--- config.mk ---
export PLATFORM = sky130hd
export DESIGN_NAME = pipe_hazard_ctrl_flat
export DESIGN_NICKNAME = d
export VERILOG_FILES = /design/src/rtl/pipe_hazard_ctrl_if.sv /design/src/rtl/pipe_hazard_ctrl.sv /design/src/flat_wrapper.sv
export SDC_FILE = /design/constraint.sdc
export NUM_CORES = 1
export LEC_CHECK = 0
export CORE_MARGIN = 1.5
export CORE_UTILIZATION = 25
export CTS_CLUSTER_SIZE = 10
export DETAILED_ROUTE_END_ITERATION = 6
export PLACE_DENSITY = 0.53
export SETUP_SLACK_MARGIN = 0.2
export SYNTH_ARGS = -nofsm -noshare
export SYNTH_HDL_FRONTEND = slang
export SYNTH_SLANG_ARGS = --single-unit
--- constraint.sdc ---
create_clock -name clk -period 6.3 [get_ports clk]
set_clock_uncertainty 0.15 [all_clocks]
set_input_delay 1.26 -clock clk [delete_from_list [all_inputs] [get_ports clk]]
set_output_delay 1.26 -clock clk [all_outputs]
set_load 0.01 [all_outputs]
--- src/rtl/pipe_hazard_ctrl_if.sv ---
// Hazard control bundle: ID/EX hazard inputs, branch resolve, counter clear,
// plus the pipeline register controls and statistics driven back.
interface pipe_hazard_ctrl_if #(
  parameter int CNT_W = 16
);
  logic             id_valid;
  logic [4:0]       id_rs;
  logic [4:0]       id_rt;
  logic             id_uses_rt;
  logic             ex_mem_read;
  logic [4:0]       ex_rt;
  logic             mem_branch_taken;
  logic             cnt_clr;
  logic             pc_write;
  logic             pc_sel_branch;
  logic             if_id_write;
  logic             if_id_flush;
  logic             id_ex_bubble;
  logic             ex_mem_flush;
  logic             busy;
  logic [CNT_W-1:0] stall_cnt;
  logic [CNT_W-1:0] flush_cnt;

  modport master (
    output id_valid, id_rs, id_rt, id_uses_rt,
    output ex_mem_read, ex_rt,
    output mem_branch_taken, cnt_clr,
    input  pc_write, pc_sel_branch,
    input  if_id_write, if_id_flush,
    input  id_ex_bubble, ex_mem_flush,
    input  busy, stall_cnt, flush_cnt
  );

  modport slave (
    input  id_valid, id_rs, id_rt, id_uses_rt,
    input  ex_mem_read, ex_rt,
    input  mem_branch_taken, cnt_clr,
    output pc_write, pc_sel_branch,
    output if_id_write, if_id_flush,
    output id_ex_bubble, ex_mem_flush,
    output busy, stall_cnt, flush_cnt
  );
endinterface

--- src/rtl/pipe_hazard_ctrl.sv ---
// Load-use stall / branch flush control with saturating event counters.
// Ports: clk, rst (sync, active-high), bus (slave side of pipe_hazard_ctrl_if).
module pipe_hazard_ctrl #(
  parameter int STALL_CYCLES = 1,
  parameter int CNT_W        = 16
) (
  input logic                 clk,
  input logic                 rst,
  pipe_hazard_ctrl_if.slave   bus
);

  typedef enum logic {
    RUN,
    STALL
  } state_t;

  // STALL is entered after the first stall cycle spent in RUN,
  // so the counter covers the remaining STALL_CYCLES-1 cycles.
  localparam logic [3:0] REM_INIT =
    (STALL_CYCLES > 1) ? 4'(STALL_CYCLES - 2) : 4'd0;
  localparam logic [CNT_W-1:0] ONE = 1;

  state_t           state_q;
  state_t           state_d;
  logic [3:0]       rem_q;
  logic [3:0]       rem_d;
  logic             hazard;
  logic             do_stall;
  logic             do_flush;
  logic [CNT_W-1:0] stall_q;
  logic [CNT_W-1:0] flush_q;

  // $0 is hardwired zero, so a load into it never creates a dependency.
  assign hazard = bus.id_valid
                & bus.ex_mem_read
                & (bus.ex_rt != 5'd0)
                & ((bus.ex_rt == bus.id_rs)
                 | (bus.id_uses_rt
                  & (bus.ex_rt == bus.id_rt)));

  always_ff @(posedge clk) begin
    if (rst) begin
      state_q <= RUN;
      rem_q   <= 4'd0;
    end else begin
      state_q <= state_d;
      rem_q   <= rem_d;
    end
  end

  always_comb begin
    state_d  = state_q;
    rem_d    = rem_q;
    do_stall = 1'b0;
    do_flush = 1'b0;
    if (rst) begin
      state_d = RUN;
      rem_d   = 4'd0;
    end else begin
      unique case (state_q)
        RUN: begin
          if (bus.mem_branch_taken) begin
            do_flush = 1'b1;
          end else if (hazard) begin
            do_stall = 1'b1;
            if (STALL_CYCLES > 1) begin
              state_d = STALL;
              rem_d   = REM_INIT;
            end
          end
        end
        STALL: begin
          if (bus.mem_branch_taken) begin
            do_flush = 1'b1;
            state_d  = RUN;
            rem_d    = 4'd0;
          end else begin
            do_stall = 1'b1;
            if (rem_q == 4'd0) begin
              state_d = RUN;
            end else begin
              rem_d = rem_q - 4'd1;
            end
          end
        end
      endcase
    end
  end

  // rst, do_flush and do_stall are mutually exclusive by construction.
  always_comb begin
    bus.pc_write      = 1'b1;
    bus.pc_sel_branch = 1'b0;
    bus.if_id_write   = 1'b1;
    bus.if_id_flush   = 1'b0;
    bus.id_ex_bubble  = 1'b0;
    bus.ex_mem_flush  = 1'b0;
    unique case (1'b1)
      rst: begin
        bus.pc_write     = 1'b0;
        bus.if_id_write  = 1'b0;
        bus.if_id_flush  = 1'b1;
        bus.id_ex_bubble = 1'b1;
        bus.ex_mem_flush = 1'b1;
      end
      do_flush: begin
        bus.pc_sel_branch = 1'b1;
        bus.if_id_flush   = 1'b1;
        bus.id_ex_bubble  = 1'b1;
        bus.ex_mem_flush  = 1'b1;
      end
      do_stall: begin
        bus.pc_write     = 1'b0;
        bus.if_id_write  = 1'b0;
        bus.id_ex_bubble = 1'b1;
      end
      default: begin
      end
    endcase
  end

  assign bus.busy = (state_q == STALL) & ~rst;

  always_ff @(posedge clk) begin
    if (rst || bus.cnt_clr) begin
      stall_q <= '0;
      flush_q <= '0;
    end else begin
      if (do_stall && (stall_q != '1)) begin
        stall_q <= stall_q + ONE;
      end
      if (do_flush && (flush_q != '1)) begin
        flush_q <= flush_q + ONE;
      end
    end
  end

  assign bus.stall_cnt = stall_q;
  assign bus.flush_cnt = flush_q;

endmodule

--- src/flat_wrapper.sv ---
// flat-port wrapper written by rule: the top's interface ports become plain ports
module pipe_hazard_ctrl_flat 
#(
  parameter int STALL_CYCLES = 1,
  parameter int CNT_W        = 16
)
  (clk, rst, bus_id_valid, bus_id_rs, bus_id_rt, bus_id_uses_rt, bus_ex_mem_read, bus_ex_rt, bus_mem_branch_taken, bus_cnt_clr, bus_pc_write, bus_pc_sel_branch, bus_if_id_write, bus_if_id_flush, bus_id_ex_bubble, bus_ex_mem_flush, bus_busy, bus_stall_cnt, bus_flush_cnt);
  pipe_hazard_ctrl_if #(.CNT_W(CNT_W)) bus_i ();
  input logic clk;
  input logic rst;
  input wire logic [$bits(bus_i.id_valid)-1:0] bus_id_valid;
  input wire logic [$bits(bus_i.id_rs)-1:0] bus_id_rs;
  input wire logic [$bits(bus_i.id_rt)-1:0] bus_id_rt;
  input wire logic [$bits(bus_i.id_uses_rt)-1:0] bus_id_uses_rt;
  input wire logic [$bits(bus_i.ex_mem_read)-1:0] bus_ex_mem_read;
  input wire logic [$bits(bus_i.ex_rt)-1:0] bus_ex_rt;
  input wire logic [$bits(bus_i.mem_branch_taken)-1:0] bus_mem_branch_taken;
  input wire logic [$bits(bus_i.cnt_clr)-1:0] bus_cnt_clr;
  output wire logic [$bits(bus_i.pc_write)-1:0] bus_pc_write;
  output wire logic [$bits(bus_i.pc_sel_branch)-1:0] bus_pc_sel_branch;
  output wire logic [$bits(bus_i.if_id_write)-1:0] bus_if_id_write;
  output wire logic [$bits(bus_i.if_id_flush)-1:0] bus_if_id_flush;
  output wire logic [$bits(bus_i.id_ex_bubble)-1:0] bus_id_ex_bubble;
  output wire logic [$bits(bus_i.ex_mem_flush)-1:0] bus_ex_mem_flush;
  output wire logic [$bits(bus_i.busy)-1:0] bus_busy;
  output wire logic [$bits(bus_i.stall_cnt)-1:0] bus_stall_cnt;
  output wire logic [$bits(bus_i.flush_cnt)-1:0] bus_flush_cnt;
  assign bus_i.id_valid = bus_id_valid;
  assign bus_i.id_rs = bus_id_rs;
  assign bus_i.id_rt = bus_id_rt;
  assign bus_i.id_uses_rt = bus_id_uses_rt;
  assign bus_i.ex_mem_read = bus_ex_mem_read;
  assign bus_i.ex_rt = bus_ex_rt;
  assign bus_i.mem_branch_taken = bus_mem_branch_taken;
  assign bus_i.cnt_clr = bus_cnt_clr;
  assign bus_pc_write = bus_i.pc_write;
  assign bus_pc_sel_branch = bus_i.pc_sel_branch;
  assign bus_if_id_write = bus_i.if_id_write;
  assign bus_if_id_flush = bus_i.if_id_flush;
  assign bus_id_ex_bubble = bus_i.id_ex_bubble;
  assign bus_ex_mem_flush = bus_i.ex_mem_flush;
  assign bus_busy = bus_i.busy;
  assign bus_stall_cnt = bus_i.stall_cnt;
  assign bus_flush_cnt = bus_i.flush_cnt;
  pipe_hazard_ctrl #(.STALL_CYCLES(STALL_CYCLES), .CNT_W(CNT_W)) u_core (.clk(clk), .rst(rst), .bus(bus_i));
endmodule
* After elaboration in Yosys (flattened, before gate mapping)
Index checks and enable logic that the tools add are counted.
** Operators by class
- $add $sub $neg :: 3
- Eq/ne operators :: 5
- Multiplexer cells :: 14
- Bitwise operators :: 8
- Reduce and logical (&&, ||, !) cells :: 10
** Operators with widths (count)
- $add A16 B1 Y16 const B :: 2
- $ne A16 B16 Y1 const B :: 2
- $mux W1 :: 11
- $eq A5 B5 Y1 :: 2
- $mux W4 :: 2
- $reduce_or A3 Y1 :: 2
- $and A1 B1 Y1 :: 5
- $reduce_bool A5 Y1 :: 1
- $logic_not A4 Y1 :: 1
- $reduce_or A2 Y1 :: 2
- $sub A4 B1 Y4 const B :: 1
- $logic_and A1 B1 Y1 :: 2
- $ne A2 B2 Y1 const B :: 1
- $not A1 Y1 :: 2
- $pmux W1 S2 :: 1
- $reduce_and A2 Y1 :: 1
- $logic_or A1 B1 Y1 :: 1
- $or A1 B1 Y1 :: 1
** Storage, ports and cells
- Flip-flop bits (word level) :: 37
- Bits of input ports :: 22
- Output and inout bits :: 39
- Word-level logic and storage cells :: 44

* Logic depth before layout (Yosys ltp)
Gate-level depths: netlist (run 1).
- Word-level depth :: 10
- Depth in mapped cells :: 8
- Mapped depth without buffers :: 7

* Worst setup path after synthesis (run 1)
OpenSTA, ideal clock, no wires.
- Kind :: input-to-output
- Start :: in bus_ex_rt[1]
- End :: out bus_pc_write
- Arrival :: 2.470 ns
- Required time :: 4.890 ns
- Slack :: 2.420 ns
- Stages :: 6
- Buffers on the path :: 1
- Cells stage by stage :: nor3_1 -> a21oi_1 -> a21oi_2 -> nor2_1 -> nor2_1 -> buf_4
** Between the ends
- Cells in the longest elaborated chain, start to end :: 10
- Elaborated cells on any way between the ends :: 13
- Those cells by class :: eq/ne (2); mux (5); bitwise (4); reduce/logical (2)
** Ends and longest elaborated chain
- start: declaration :: line flat_wrapper.sv:16 : input wire logic [$bits(bus_i.ex_rt)-1:0] bus_ex_rt;
- $eq A5 B5 Y1 :: line pipe_hazard_ctrl.sv:39 : & (bus.ex_rt == bus.id_rt)));
- $and A1 B1 Y1 :: line pipe_hazard_ctrl.sv:39
- $or A1 B1 Y1 :: line pipe_hazard_ctrl.sv:38 : | (bus.id_uses_rt
- $and A1 B1 Y1 (*) :: line pipe_hazard_ctrl.sv:37 : & ((bus.ex_rt == bus.id_rs)
- $mux W1 (*) :: line pipe_hazard_ctrl.sv:64 : end else if (hazard) begin
- $mux W1 (*) :: line pipe_hazard_ctrl.sv:62 : if (bus.mem_branch_taken) begin
- $pmux W1 S2 (*) :: line pipe_hazard_ctrl.sv:60 : unique case (state_q)
- $mux W1 (*) :: line pipe_hazard_ctrl.sv:56 : if (rst) begin
- $reduce_or A2 Y1 (no source line) (*)
- $mux W1 (*)
- end: declaration :: line flat_wrapper.sv:19 : output wire logic [$bits(bus_i.pc_write)-1:0] bus_pc_write;
Mark *: on every way between the ends. The rest lies on a longest branch, timed or not.

* Final worst setup path (run 1)
- Start :: in bus_ex_rt[3]
- End :: out bus_id_ex_bubble
** Between the ends
- Cells in the longest elaborated chain, start to end :: 10
- Elaborated cells on any way between the ends :: 13
- Those cells by class :: eq/ne (2); mux (5); bitwise (4); reduce/logical (2)
** Ends and longest elaborated chain
- $eq A5 B5 Y1 :: line pipe_hazard_ctrl.sv:39
- $and A1 B1 Y1 :: line pipe_hazard_ctrl.sv:39
- $or A1 B1 Y1 :: line pipe_hazard_ctrl.sv:38
- $and A1 B1 Y1 (*) :: line pipe_hazard_ctrl.sv:37
- $mux W1 (*) :: line pipe_hazard_ctrl.sv:64
- $mux W1 (*) :: line pipe_hazard_ctrl.sv:62
- $pmux W1 S2 (*) :: line pipe_hazard_ctrl.sv:60
- $mux W1 (*) :: line pipe_hazard_ctrl.sv:56
- $reduce_or A3 Y1 (no source line) (*)
- $mux W1 (*) :: line pipe_hazard_ctrl.sv:98 : unique case (1'b1)
- end: declaration :: line flat_wrapper.sv:23 : output wire logic [$bits(bus_i.id_ex_bubble)-1:0] bus_id_ex_bubble;
Marked as above.

==> impl_metrics.env, run 1 <==
export IMPL_syn_nets=260
export IMPL_hold_worst_slack_ps=364
export IMPL_synth_edff_count=0
export IMPL_fin_ws_ps=1320
export IMPL_synth_cell_types=44
export IMPL_post_dp_cell_area_sq_um=2680
export IMPL_n_antenna_cell=0
export IMPL_cpMostUsedCell="clkdlybuf4s50_1"
export IMPL_layout_drive_gt1_share_pct=6.10
export IMPL_post_route_period_util_pct=79.0
export IMPL_grt_pass1_wl_microns=8180
export IMPL_grt_max_degree=17
export IMPL_wl_per_cell_microns=12.1
export IMPL_ys_warn_count=0
export IMPL_cts_resized=0
export IMPL_syn_area_sq_um=2000
export IMPL_layoutNonFillerInstCount=397
export IMPL_cap_violations=0
export IMPL_timing_fmax_mhz=201
export IMPL_cts_sinks=37
export IMPL_postCtsSetupBuffers=0
export IMPL_grt_overflow_total=0
export IMPL_crit_fanout=8
export IMPL_path_class="input pin to primary output"
export IMPL_postSynth_asyncResetShare_pct=0
export IMPL_viasPerCell=4.66
export IMPL_crit_path_cell_trace="clkdlybuf4s50_1, xor2_1, nor4_4, a22o_2, a21oi_2, nor2_1, or2_2, clkdlybuf4s50_1"
export IMPL_post_route_drc_count=0
export IMPL_cts_clk_slew_worst_paths_ps=80
export IMPL_drtAntennaViolNets=0
export IMPL_dieArea_sq_um=8550
export IMPL_dp_slack_ps=1310
export IMPL_die_h_microns=92.5
export IMPL_rsz0062_at_grt="no"
export IMPL_nets=319
export IMPL_synth_seq_cells=37
export IMPL_critical_path_required_ps=4890
export IMPL_htree_levels=2
export IMPL_worstHoldPathType="flop to flop"
export IMPL_design_area_sq_um=2770
export IMPL_outcome="completed"
export IMPL_critPathSlowestCell="clkdlybuf4s50_1"
export IMPL_syn_to_final_growth_pct=38.1
export IMPL_relSlewSlack_pct=37.4
export IMPL_endpoint_kind="primary output"
export IMPL_dr_pass1_iters=4
export IMPL_cts_tree="done"
export IMPL_start_util_pct=25.9
export IMPL_ys_seq_area_share_pct=37.0
export IMPL_clock_latency_ps=290
export IMPL_tns_ps=0
export IMPL_power_per_cell_area_nw_per_um2=160
export IMPL_core_sq_um=7730
export IMPL_cts_buffers=5
export IMPL_root_buffer="clkbuf_8"
export IMPL_dp_cells=389
export IMPL_mostFrequentLayoutCells="clkdlybuf4s50_1, nor2_1, dfxtp_1"
export IMPL_fillers=817
export IMPL_wirelength_microns=4820
export IMPL_cp_start_kind="input pin"
export IMPL_finalCriticalPeriod_ps=4980
export IMPL_ir_worst_vdd_v=0.0000570
export IMPL_die_w_microns=92.5
export IMPL_worstPathArrival_ps=3570
export IMPL_gp_congestion=0.730
export IMPL_finalSetupViolCount=0
export IMPL_avgSynthCellArea_sq_um=8.52
export IMPL_io_pins=61
export IMPL_grt_antenna_before_repair=0
export IMPL_grt_use_total_pct=11.9
export IMPL_grt_pass1_vias=1804
export IMPL_hold_violations=0
export IMPL_cts_hold_buf=0
export IMPL_hpwl_microns=3620
export IMPL_dr_first_iter_drc_count=70
export IMPL_leakage_nw=0.876
export IMPL_synthCells=235
export IMPL_vias=1852
export IMPL_ys_flop_type="dfxtp_1"
export IMPL_port_buffers=60
export IMPL_worst_slew_pin_slew_ps=939
export IMPL_slowest_delay_ps=530
export IMPL_cts_buffer_depth=2
export IMPL_mostFrequentLayoutCell="clkdlybuf4s50_1"
export IMPL_slew_violations=0
export IMPL_rows=32
==> metal layers <==
layer  GRT usage, %  wire (microns)  part of all wire, %  vias up
li1               -               -                    -      942
met1           15.7            2350                   49      872
met2           18.7            2230                   46       31
met3           3.04             182                  3.8        7
met4           4.23              64                  1.3        0
met5              0               0                    0        -
==> critical path: cells and delay by family <==
family	cells	cell delay, ps
AOI/OAI and AO/OA	2	530
xor gates and xnor gates	1	270
buffers and inverters	2	1010
and+or+nand+nor	3	480
==> flip-flops by register name, summed over array words and instances, names as in the netlist <==
| signal | flops |
|---|---|
| u_core.rem_q | 4 |
| u_core.bus.flush_cnt | 16 |
| u_core.bus.stall_cnt | 16 |
| u_core.state_q | 1 |
==> cell families after synthesis <==
kind of cell	share of synthesized area, %
xor gates and xnor gates	15.3
adders and majority gates	1.88
DFF	37.0
buffers and inverters	3.75
and+or+nand+nor	30.0
AOI/OAI and AO/OA	12.1
==> cells in the mapped netlist (4+ instances only) <==
cell type | count | area, sq um
a21oi_1 | 8 | 40.0
and3_1 | 6 | 37.5
clkbuf_1 | 5 | 18.8
dfxtp_1 | 37 | 741
inv_1 | 5 | 18.8
nand2_1 | 19 | 71.3
nand3_1 | 9 | 45.0
nand4_1 | 10 | 62.6
nor2_1 | 39 | 146
nor3_1 | 9 | 45.0
nor4_1 | 5 | 31.3
o31ai_1 | 4 | 30.0
xnor2_1 | 13 | 114
xor2_1 | 22 | 193
==> path summary, 6_finish.rpt <==
| check | depth (start not counted) | slack (ps) | endpoint | start |
|---|---|---|---|---|
| min | 2 | 360 | u_core.bus.flush_cnt[1] | u_core.bus.flush_cnt[1] |
| max | 8 | 1320 | bus_id_ex_bubble | bus_ex_rt[3] |
| min reg2reg | 2 | 360 | u_core.bus.flush_cnt[1] | u_core.bus.flush_cnt[1] |
| max reg2reg | 6 | 4050 | u_core.bus.stall_cnt[9] | u_core.bus.stall_cnt[6] |
==> report_power, final <==
group	switching [mW]	internal, mW	leakage, nW
clock	0.0846	0.0783	0.0385
sequential	0.000356	0.234	0.298
combinational	0.0213	0.0230	0.540
==> metrics by stage <==
step / utilization [%] / power (mW)
2_1_floorplan: - / 0.263
3_3_place_gp: 34.7 / 0.284
3_5_place_dp: 34.7 / 0.284
4_1_cts: 35.8 / 0.450
5_1_grt: 35.8 / 0.465
6_report: 35.8 / 0.442
==> final cells by class <==
| cell class | instances | area [sq um] | area share (%) |
|---|---|---|---|
| multi-input cells | 184 | 1190 | 42.9 |
| clock buffers | 7 | 76.3 | 2.76 |
| inverters | 5 | 18.8 | 0.679 |
| well taps | 102 | 128 | 4.62 |
| flip-flops and latches | 37 | 741 | 26.8 |
| repair buffers | 61 | 608 | 22.0 |
| clock inverters | 1 | 7.51 | 0.271 |
Note: power is estimated with default switching activity, not from simulation.
==> run 2, diff against run 1 <==
==> constraint.sdc (replaced) <==
create_clock -name clk -period 4.6 [get_ports clk]
set_clock_uncertainty 0.15 [all_clocks]
set_input_delay 0.92 -clock clk [delete_from_list [all_inputs] [get_ports clk]]
set_output_delay 0.92 -clock clk [all_outputs]
set_load 0.01 [all_outputs]
==> run 2 against run 1 <==
Non-clock buffer count is 1 higher. Largest power group unchanged. Via count is 0.38% lower. Hold slack gained 12 ps. Design area is 0.81% higher. First-iteration DRC count decreased by 24%. Critical endpoint unchanged. Wire length grew 2.8%. Global-route usage is 0.24 points higher.
==> impl_metrics.env, run 2 (same netlist as run 1, synthesis figures left out) <==
export IMPL_seq_power_share_pct=52.4
export IMPL_root_buffer="clkbuf_8"
export IMPL_cts_buffers=5
export IMPL_pwr_share_clk_pct=37.5
export IMPL_grt_antenna_before_repair=0
export IMPL_dieArea_sq_um=8550
export IMPL_mostFrequentLayoutCells="clkdlybuf4s50_1, nor2_1, dfxtp_1"
export IMPL_comb_power_share_pct=10.1
export IMPL_critPathSlowestCell="clkdlybuf4s50_1"
export IMPL_min_from="u_core.bus.flush_cnt[1]"
export IMPL_cts_tree="done"
export IMPL_post_route_drc_count=0
export IMPL_cp_start_kind="input pin"
export IMPL_worstHoldPathType="flop to flop"
export IMPL_dr_pass1_iters=4
export IMPL_die_h_microns=92.5
export IMPL_cpMostUsedCell="clkdlybuf4s50_1"
export IMPL_fillers=792
export IMPL_leakage_nw=0.890
export IMPL_nets=320
export IMPL_slew_violations=0
export IMPL_rsz0062_at_grt="no"
export IMPL_hold_violations=0
export IMPL_start_util_pct=25.9
export IMPL_crit_fanout=8
export IMPL_rows=32
export IMPL_swShare_pct=23.1
export IMPL_finalSetupViolCount=0
export IMPL_hpwl_microns=3650
export IMPL_cts_hold_buf=0
export IMPL_grt_pass1_wl_microns=8360
export IMPL_grt_pass1_vias=1759
export IMPL_grt_use_total_pct=12.1
export IMPL_outcome="completed"
export IMPL_vias=1845
export IMPL_htree_levels=2
export IMPL_cts_buffer_depth=2
export IMPL_viasPerCell=4.65
export IMPL_ir_worst_vdd_v=0.000118
export IMPL_slowest_delay_ps=540
export IMPL_die_w_microns=92.5
export IMPL_crit_path_cell_trace="clkdlybuf4s50_1, xor2_1, nor4_4, a22o_2, a21oi_4, nor2_1, or2_2, clkdlybuf4s50_1"
export IMPL_wl_per_cell_microns=12.5
export IMPL_path_class="input pin to primary output"
export IMPL_post_route_period_util_pct=91.6
export IMPL_port_buffers=60
export IMPL_mostFrequentLayoutCell="clkdlybuf4s50_1"
export IMPL_relSlewSlack_pct=37.2
export IMPL_finalCriticalPeriod_ps=4210
export IMPL_post_dp_cell_area_sq_um=2690
export IMPL_wirelength_microns=4960
export IMPL_worstPathArrival_ps=3140
export IMPL_n_antenna_cell=0
export IMPL_io_pins=61
export IMPL_layout_drive_gt1_share_pct=6.78
export IMPL_drtAntennaViolNets=0
export IMPL_worst_slew_pin_slew_ps=942
export IMPL_clock_latency_ps=290
export IMPL_reg2reg_from="u_core.bus.stall_cnt[6]"
export IMPL_startpoint="bus_ex_rt[3]"
export IMPL_timing_fmax_mhz=237
export IMPL_p_switching_mw=0.141
export IMPL_cap_violations=0
export IMPL_syn_to_final_growth_pct=39.2
export IMPL_cts_clk_slew_worst_paths_ps=70
export IMPL_fin_ws_ps=388
export IMPL_dr_first_iter_drc_count=53
export IMPL_critical_path_required_ps=3530
export IMPL_grt_overflow_total=0
export IMPL_core_sq_um=7730
export IMPL_design_area_sq_um=2790
export IMPL_regArea_sq_um=741
export IMPL_multiInputGateArea_sq_um=1200
export IMPL_cts_sinks=37
export IMPL_tns_ps=0
export IMPL_endpoint_kind="primary output"
export IMPL_grt_max_degree=17
export IMPL_hold_worst_slack_ps=376
export IMPL_dp_slack_ps=307
export IMPL_power_per_cell_area_nw_per_um2=220
export IMPL_p_int_mw=0.472
export IMPL_gp_congestion=0.734
## run 2: changes by cell type in the layout (fill, tap and decap cells not counted), sizes merged
cell,before,now
buf,1,2
clkinvlp,1,0
## run 2: cell type report
type | instances | share of cell area [%]
tap | 102 | 4.58
inverter | 5 | 0.673
clock buffer | 7 | 3.10
sequential | 37 | 26.6
multi-input combinational | 184 | 43.0
timing repair buffer | 62 | 22.1
## run 2: timing repair
action,CTS,global route
gates resized for setup,0,2
setup buffers,0,0
setup endpoints to repair,0,1
## run 2: worst paths after layout
check / to / slack [ps] / cells past startpoint
worst min-delay path: u_core.bus.flush_cnt[1] / 380 / 2
worst max-delay path: bus_id_ex_bubble / 390 / 8
worst max register to register: u_core.bus.stall_cnt[9] / 2380 / 6
worst min register to register: u_core.bus.flush_cnt[1] / 380 / 2
## run 2: power by group through the flow
stage	combinational, mW	clock, mW	sequential, mW
floorplan	0.0315	0	0.329
global placement	0.0620	0	0.328
detailed placement	0.0621	0	0.328
CTS	0.0622	0.240	0.321
global route	0.0679	0.253	0.321
finish	0.0620	0.230	0.321
## run 2: routing by layer
metal,vias to the layer above,part of all wire [%],track usage [%]
met2,37,47,18.8
met4,0,1.1,4.23
met3,5,4.4,3.04
met5,-,0,0
met1,857,47,16.3
li1,946,-,-
## run 2: metrics by stage
| stage | instances | utilization, % | power (mW) |
|---|---|---|---|
| CTS | 397 | 35.9 | 0.623 |
| floorplan | 235 | - | 0.360 |
| finish | 397 | 36.1 | 0.613 |
| global route | 397 | 36.1 | 0.642 |
| detailed placement | 390 | 34.8 | 0.390 |
| global placement | 390 | 34.8 | 0.390 |
## run 2: worst max-delay path, delay by kind of cell
kind                      cells  cell delay, ps
buffers and inverters         2            1020
xor gates and xnor gates      1             270
and+or+nand+nor               3             460
AOI/OAI and AO/OA             2             470
==> run 3, diff against run 2 <==
--- a/config.mk
+++ b/config.mk
@@ -6,10 +6,10 @@
 export NUM_CORES = 1
 export LEC_CHECK = 0
 export CORE_MARGIN = 1.5
-export CORE_UTILIZATION = 25
+export CORE_UTILIZATION = 47
 export CTS_CLUSTER_SIZE = 10
 export DETAILED_ROUTE_END_ITERATION = 6
-export PLACE_DENSITY = 0.53
+export PLACE_DENSITY = 0.85
 export SETUP_SLACK_MARGIN = 0.2
 export SYNTH_ARGS = -nofsm -noshare
 export SYNTH_HDL_FRONTEND = slang
==> run 3 against run 2 <==
Die area is 46% lower. Register-to-register slack got worse by 20 ps. Cell count shrank 13%. Global-route usage up 8.8 points. Hold slack worse by 13 ps. First-iteration DRC count increased to 3.6 times the previous value. Critical path type unchanged. Largest power group unchanged.
==> impl_metrics.env, run 3 (same netlist as run 1, synthesis figures left out) <==
export IMPL_gp_congestion=0.771
export IMPL_grt_max_degree=17
export IMPL_comb_power_share_pct=10.3
export IMPL_dr_first_iter_drc_count=190
export IMPL_hold_violations=0
export IMPL_core_sq_um=4060
export IMPL_power_per_cell_area_nw_per_um2=223
export IMPL_io_pins=61
export IMPL_mostFrequentLayoutCells="clkdlybuf4s50_1, nor2_1, dfxtp_1"
export IMPL_clock_latency_ps=290
export IMPL_cts_buffer_depth=2
export IMPL_finalCriticalPeriod_ps=4230
export IMPL_cts_tree="done"
export IMPL_grt_antenna_before_repair=0
export IMPL_die_h_microns=68.3
export IMPL_startpoint="bus_ex_rt[1]"
export IMPL_cts_hold_buf=0
export IMPL_fillers=344
export IMPL_rows=23
export IMPL_wl_per_cell_microns=13.6
export IMPL_tns_ps=0
export IMPL_worstPathArrival_ps=3160
export IMPL_reg2reg_from="u_core.bus.stall_cnt[6]"
export IMPL_outcome="completed"
export IMPL_ir_worst_vdd_v=0.000175
export IMPL_pwr_share_clk_pct=36.8
export IMPL_critical_path_required_ps=3530
export IMPL_hold_worst_slack_ps=363
export IMPL_cts_sinks=37
export IMPL_leakage_nw=0.888
export IMPL_regArea_sq_um=741
export IMPL_cts_buffers=5
export IMPL_finalSetupViolCount=0
export IMPL_n_antenna_cell=0
export IMPL_endpoint_kind="primary output"
export IMPL_hpwl_microns=3530
export IMPL_multiInputGateArea_sq_um=1190
export IMPL_layout_drive_gt1_share_pct=7.09
export IMPL_wirelength_microns=4710
export IMPL_post_route_drc_count=0
export IMPL_vias=1899
export IMPL_grt_use_total_pct=20.9
export IMPL_slew_violations=0
export IMPL_rsz0062_at_grt="no"
export IMPL_start_util_pct=49.3
export IMPL_dieArea_sq_um=4660
export IMPL_crit_fanout=8
export IMPL_timing_fmax_mhz=237
export IMPL_relSlewSlack_pct=39.5
export IMPL_worstHoldPathType="flop to flop"
export IMPL_nets=320
export IMPL_syn_to_final_growth_pct=35.8
export IMPL_grt_overflow_total=0
export IMPL_mostFrequentLayoutCell="clkdlybuf4s50_1"
export IMPL_min_from="u_core.bus.stall_cnt[8]"
export IMPL_htree_levels=2
export IMPL_p_switching_mw=0.149
export IMPL_die_w_microns=68.3
export IMPL_path_class="input pin to primary output"
export IMPL_post_route_period_util_pct=91.9
export IMPL_worst_slew_pin_slew_ps=907
export IMPL_dr_pass1_iters=4
export IMPL_cp_start_kind="input pin"
export IMPL_viasPerCell=5.49
export IMPL_grt_pass1_vias=1654
export IMPL_drtAntennaViolNets=0
export IMPL_port_buffers=60
export IMPL_root_buffer="clkbuf_8"
export IMPL_cts_clk_slew_worst_paths_ps=70
export IMPL_p_int_mw=0.457
export IMPL_swShare_pct=24.6
export IMPL_cap_violations=0
export IMPL_grt_pass1_wl_microns=7410
export IMPL_seq_power_share_pct=52.9
-- run 3: changes by cell type in the layout (fill, tap and decap cells not counted) --
cell,previous run,this run
clkbuf_1,1,0
clkbuf_8,6,5
clkinv_2,0,2
clkinvlp_4,0,1
nor3_1,8,9
nor3_2,1,0
-- run 3: metal layers --
| layer | GRT usage, % | vias to the layer above | share of wire, % |
|---|---|---|---|
| met2 | 33.7 | 56 | 49 |
| met5 | 0 | - | 0 |
| met1 | 27.7 | 883 | 45 |
| li1 | - | 953 | - |
| met4 | 6.75 | 0 | 1.2 |
| met3 | 4.44 | 7 | 4.7 |
-- run 3: final cells by class --
cell class / instances / share of cell area [%]
inverters: 5 / 0.691
repair buffers: 62 / 22.7
clock inverters: 3 / 0.645
flip-flops and latches: 37 / 27.3
clock buffers: 5 / 2.53
well taps: 50 / 2.30
multi-input cells: 184 / 43.9
-- run 3: power by group through the flow --
stage | Clock, mW | Combinational [mW] | Sequential [mW]
after global placement | 0 | 0.0604 | 0.328
after detailed placement | 0 | 0.0618 | 0.328
after floorplan | 0 | 0.0315 | 0.329
after CTS | 0.228 | 0.0622 | 0.321
final | 0.223 | 0.0625 | 0.321
after global routing | 0.241 | 0.0672 | 0.321
-- run 3: worst max-delay path, stage by stage --
cell and delay (ps):
clkdlybuf4s50_1 550, xor2_1 270, nor4_4 90, a22o_2 250, a21oi_4 220, nor2_1 100
or2_2 280, clkdlybuf4s50_1 470
-- run 3: path summary, 6_finish.rpt --
check / endpoint / slack (ps) / cells past startpoint
max: bus_id_ex_bubble / 370 / 8
min: u_core.bus.stall_cnt[8] / 360 / 2
max reg2reg: u_core.bus.stall_cnt[9] / 2360 / 6
min reg2reg: u_core.bus.stall_cnt[8] / 360 / 2
-- run 3: what timing repair did --
| item | CTS | global route |
|---|---|---|
| setup endpoints to repair | 0 | 3 |
| resized for setup | 0 | 1 |
| setup buffers | 0 | 0 |
-- run 3: per-stage QoR --
| stage | utilization (%) | total power [mW] | cell area [sq um] | instances | setup WS [ps] |
|---|---|---|---|---|---|
| 2_1_floorplan | - | 0.360 | 2000 | 235 | 1400 |
| 3_3_place_gp | 64.7 | 0.389 | 2620 | 338 | 378 |
| 5_1_grt | 67.0 | 0.629 | 2720 | 346 | 245 |
| 3_5_place_dp | 64.7 | 0.390 | 2620 | 338 | 312 |
| 4_1_cts | 66.8 | 0.611 | 2710 | 346 | 292 |
| 6_report | 67.0 | 0.607 | 2720 | 346 | 372 |
